--- config.mk ---
export PLATFORM = sky130hd
export DESIGN_NAME = gerador_uns
export DESIGN_NICKNAME = d
export VERILOG_FILES = /design/src/rtl/gerador_uns_pkg.sv /design/src/rtl/gerador_uns_pc.sv /design/src/rtl/gerador_uns_po.sv /design/src/rtl/gerador_uns.sv
export SDC_FILE = /design/constraint.sdc
export NUM_CORES = 1
export LEC_CHECK = 0
export CAP_MARGIN = 20
export CORE_MARGIN = 10
export CORE_UTILIZATION = 35
export DETAILED_ROUTE_END_ITERATION = 8
export PLACE_DENSITY = 0.61
export SLEW_MARGIN = 25
export SYNTH_ARGS = -nofsm -noshare
export SYNTH_HDL_FRONTEND = slang
export SYNTH_HIERARCHICAL = 1
export SYNTH_SLANG_ARGS = --single-unit
--- constraint.sdc ---
create_clock -name clk -period 2.4 [get_ports clk]
set_clock_uncertainty 0.2 [all_clocks]
set_input_delay 0.48 -clock clk [delete_from_list [all_inputs] [get_ports clk]]
set_output_delay 0.48 -clock clk [all_outputs]
set_load 0.005 [all_outputs]
--- src/rtl/gerador_uns_pkg.sv ---
// Shared definitions for the ones-word generator: state codes, default sizes
// and the count clamp helper.
package gerador_uns_pkg;

    localparam int DEF_WIDTH = 8;
    localparam int DEF_CNTW  = 4;

    typedef enum logic [1:0] {
        S_IDLE  = 2'b00,
        S_SHIFT = 2'b01,
        S_DONE  = 2'b10
    } state_t;

    function automatic int unsigned clamp_min(input int unsigned value, input int unsigned limit);
        return (value > limit) ? limit : value;
    endfunction

endpackage

--- src/rtl/gerador_uns_pc.sv ---
// Control part of the generator: start/pronto handshake FSM driving the datapath.
module gerador_uns_pc
    import gerador_uns_pkg::*;
(
    input  logic clk,
    input  logic reset,
    input  logic start,
    input  logic zero_b,
    output logic load_b,
    output logic shift_w,
    output logic clr_w,
    output logic pronto,
    output logic busy
);

    state_t state;

    // Datapath strobes act on the same edge as the state transition they belong to.
    always_comb begin
        load_b  = (state == S_IDLE) && start;
        shift_w = (state == S_SHIFT) && !zero_b;
        clr_w   = load_b || !(state inside {S_IDLE, S_SHIFT, S_DONE});
    end

    always_ff @(posedge clk) begin
        if (reset) begin
            state  <= S_IDLE;
            pronto <= 1'b0;
            busy   <= 1'b0;
        end else begin
            case (state)
                S_IDLE: begin
                    if (start) begin
                        state <= S_SHIFT;
                        busy  <= 1'b1;
                    end
                end
                S_SHIFT: begin
                    if (zero_b) begin
                        state  <= S_DONE;
                        busy   <= 1'b0;
                        pronto <= 1'b1;
                    end
                end
                S_DONE: begin
                    // The requester must drop start before another job can begin.
                    if (!start) begin
                        state  <= S_IDLE;
                        pronto <= 1'b0;
                    end
                end
                default: begin
                    state  <= S_IDLE;
                    pronto <= 1'b0;
                    busy   <= 1'b0;
                end
            endcase
        end
    end

endmodule

--- src/rtl/gerador_uns_po.sv ---
// Datapath of the generator: word shift register, down-counter B and the
// clamp/saturation flag.
module gerador_uns_po
    import gerador_uns_pkg::*;
#(
    parameter int WIDTH = DEF_WIDTH,
    parameter int CNTW  = DEF_CNTW
) (
    input  logic             clk,
    input  logic             reset,
    input  logic [CNTW-1:0]  count,
    input  logic             load_b,
    input  logic             shift_w,
    input  logic             clr_w,
    output logic [WIDTH-1:0] word,
    output logic             sat,
    output logic             zero_b
);

    logic [CNTW-1:0] b;
    logic [CNTW-1:0] count_clamped;
    logic            count_over;

    always_comb begin
        count_clamped = CNTW'(clamp_min(32'(count), WIDTH));
        count_over    = 32'(count) > WIDTH;
        zero_b        = (b == '0);
    end

    // shift_w is only raised while B is nonzero, so B never wraps below zero.
    always_ff @(posedge clk) begin
        if (reset) begin
            word <= '0;
            b    <= '0;
            sat  <= 1'b0;
        end else begin
            if (load_b) begin
                b   <= count_clamped;
                sat <= count_over;
            end else if (shift_w) begin
                b <= b - CNTW'(1);
            end
            if (clr_w) begin
                word <= '0;
            end else if (shift_w) begin
                word <= {word[WIDTH-2:0], 1'b1};
            end
        end
    end

endmodule

--- src/rtl/gerador_uns.sv ---
// Ones-word generator: builds a WIDTH-bit word holding min(count, WIDTH)
// ones packed from the LSB, using the start/pronto handshake.
module gerador_uns
    import gerador_uns_pkg::*;
#(
    parameter int WIDTH = DEF_WIDTH,
    parameter int CNTW  = DEF_CNTW
) (
    input  logic             clk,
    input  logic             reset,
    input  logic             start,
    input  logic [CNTW-1:0]  count,
    output logic [WIDTH-1:0] word,
    output logic             pronto,
    output logic             busy,
    output logic             sat
);

    logic load_b;
    logic shift_w;
    logic clr_w;
    logic zero_b;

    gerador_uns_pc u_pc (
        .clk     (clk),
        .reset   (reset),
        .start   (start),
        .zero_b  (zero_b),
        .load_b  (load_b),
        .shift_w (shift_w),
        .clr_w   (clr_w),
        .pronto  (pronto),
        .busy    (busy)
    );

    gerador_uns_po #(
        .WIDTH (WIDTH),
        .CNTW  (CNTW)
    ) u_po (
        .clk     (clk),
        .reset   (reset),
        .count   (count),
        .load_b  (load_b),
        .shift_w (shift_w),
        .clr_w   (clr_w),
        .word    (word),
        .sat     (sat),
        .zero_b  (zero_b)
    );

endmodule

==> flow_summary.toml, run 1 <==
[routing]
firstDrtPassIters = 4
routed_wl_um = 1500
wire_per_inst_um = 12.0
drc_errors = 0
viasPerCell = 4.63
vias = 579
ant_nets = 0
drt_iter0_drc = 10

[clocking]
cts_buffers = 3
cts_setup_buffers = 0
clock_sinks = 17
htreeDepth = 1
clockRootBuffer = "clkbuf_4"
clkTransAtPathRegs_ns = 0.10
cts_resized = 0
cts_tree = "built"
hold_buffers = 0
cts_buffer_depth = 2
clock_latency_ns = 0.29

[floorplan]
rows = 16
die_area_um2 = 4350
ios = 18
die_h_um = 66.0
core_um2 = 1980
dieWidth_um = 66.0
start_util_pct = 37.3

[cells_and_area]
syn_to_final_growth_pct = 31.0
n_fill_cell = 185
num_antenna_cells = 0
final_nets = 107
drive_gt1_share_pct = 11.2

[critical_path]
reg2reg_from = "u_po/b[0]"
r2r_cells = 8
worstPathMaxFanout = 13
rrSetupSlack_ns = 0.27
cp_data_required_time_ns = 2.40
critPathArrivalTime_ns = 2.13
startpoint_type = "register"
worstReg2RegEnd = "u_po/b[3]"
path_class = "register to register"
endpoint_kind = "register"

[min_path]
hold_path_startpoint = "u_po/sat"
holdPathStages = 2
worst_hold_path_type = "register to register"
min_to = "u_po/sat"

[timing]
drv_slew = 0
holdWs_ns = 0.282
min_period_ns = 2.13
period_share_pct = 88.9
worst_slew_pin_slew_ns = 0.392
setup-violations-final = 0
timing.fmax_mhz = 469
finalHoldViolCount = 0
slew_headroom_pct = 73.8
rsz0062_at_grt = "no"
tns_ns = 0

[global_routing]
grt_first_pass_wirelength_um = 2440
gr-total-overflow = 0
antenna_found_initial = 0
grt_max_degree = 14
grt_pass1_vias = 570
grt_usage_pct = 7.21

[power]
p_leak_uw = 0.000357
ir_drop_uv = 360
power_density_nw_per_um2 = 630

[placement]
gp_congestion = 0.731
io_buffer_count = 17
dp_hpwl_um = 1150

[synth]
avgSynthCellArea_um2 = 9.48
syn-num-nets = 86
ys_ff_latch = 17
synth_area_um2 = 739
yosysSeqAreaShare_pct = 46.0
yosys_warnings = 6
synthDistinctLibCells = 25
syn_inst = 78

[job]
drv_cap = 0

[outcome]
run_status = "complete, no violations"
[per-layer routing]
layer	vias up	wire (um)	part of all wire [%]	GRT usage (%)
li1	301	-	-	-
met1	262	671	45	7.75
met2	12	676	45	10.6
met3	4	99	6.6	2.54
met4	0	53	3.5	7.07
met5	-	0	0	0
[synth_stat cells]
master / number / area, um^2
dfxtp_1: 17 / 340
nor2_1: 11 / 41.3
a21oi_1: 9 / 45.0
mux2i_1: 7 / 70.1
inv_1: 4 / 15.0
nand2_1: 3 / 11.3
nand2b_1: 3 / 18.8
nor3_1: 3 / 15.0
buf_2: 2 / 10.0
o21a_1: 2 / 15.0
o21ai_1: 2 / 10.0
xor2_1: 2 / 17.5
a21o_1: 1 / 7.51
and2b_1: 1 / 7.51
and3_2: 1 / 7.51
buf_4: 1 / 7.51
ha_1: 1 / 12.5
nand3_1: 1 / 5.00
nor2b_2: 1 / 8.76
nor3b_1: 1 / 7.51
nor3b_4: 1 / 18.8
nor4b_4: 1 / 23.8
o311ai_0: 1 / 8.76
or2_2: 1 / 6.26
xnor2_1: 1 / 8.76
[area by class of cell]
cell class,instances,area [um^2],area share (%)
Clock buffer,3,22.5,2.33
Clock inverter,1,5.00,0.517
Timing Repair Buffer,19,185,19.1
Tap cell,27,33.8,3.49
Sequential cell,17,340,35.1
Inverter,4,15.0,1.55
Multi-Input combinational cell,54,367,37.9
[worst max-delay path, cell delays in order (launching register included)]
cell     delay [ns]
dfxtp_1        0.36
inv_1          0.07
ha_1           0.16
nor3b_1        0.33
inv_1          0.10
and3_2         0.35
nor4b_4        0.17
xor2_1         0.14
o21a_1         0.17
[worst max-delay path by stage]
stage	slack, ns	to	depth (start not counted)	start
finish	0.27	u_po/b[3]	8	u_po/b[0]
CTS	0.26	u_po/b[3]	8	u_po/b[0]
global placement	0.33	u_po/b[3]	8	u_po/b[0]
global route	0.10	u_po/b[3]	8	u_po/b[0]
detailed placement	0.28	u_po/b[3]	8	u_po/b[0]
floorplan	0.52	u_po/b[1]	9	u_po/b[0]
[per-stage QoR]
step,cells,worst slack [ns],utilization [%],area [um^2],power [uW]
floorplan,78,0.520,-,739,423
global placement,121,0.327,47.5,941,464
detailed placement,121,0.278,47.5,941,466
CTS,125,0.264,48.9,968,622
global route,125,0.104,48.9,968,649
finish,125,0.267,48.9,968,611
[flip-flops by register name, summed over array words and instances (netlist names)]
name,cells
u_pc/state,2
u_po/word,8
u_pc/busy,1
u_po/sat,1
u_po/b,4
u_pc/pronto,1
[layout by cell type (no fill, tap or decap), types with 2 or more instances in the layout]
| master | instances |
|---|---|
| clkdlybuf4s50_1 | 17 |
| dfxtp_1 | 17 |
| nor2_1 | 11 |
| a21oi_1 | 9 |
| mux2i_1 | 7 |
| inv_1 | 4 |
| clkbuf_4 | 3 |
| nand2_1 | 3 |
| nor3_1 | 3 |
| nand2b_1 | 3 |
| buf_4 | 2 |
| o21ai_1 | 2 |
| xor2_1 | 2 |
| o21a_1 | 2 |
[cells by family after synthesis]
group                      share of synthesized area (%)
and+or+nand+nor                                     23.2
DFF                                                 46.0
AOI/OAI and AO/OA                                   11.7
buffers and inverters                               4.40
muxes                                               9.48
xor gates and xnor gates                            3.55
adders and majority gates                           1.69
[where the power goes]
group / internal, uW / total, uW / switching (uW)
logic: 72.4 / 135 / 62.7
clock network: 62.0 / 152 / 89.9
registers: 302 / 324 / 21.5
Note: power is estimated with default switching activity, not from simulation.
==> run 2: changes to the inputs <==
--- a/config.mk
+++ b/config.mk
@@ -10,7 +10,7 @@
 export CORE_UTILIZATION = 35
 export DETAILED_ROUTE_END_ITERATION = 8
 export PLACE_DENSITY = 0.61
-export SLEW_MARGIN = 25
+export SLEW_MARGIN = 15
 export SYNTH_ARGS = -nofsm -noshare
 export SYNTH_HDL_FRONTEND = slang
 export SYNTH_HIERARCHICAL = 1
==> results of run 2 <==
The final DEF is identical to that of run 1; final timing and power are the same.
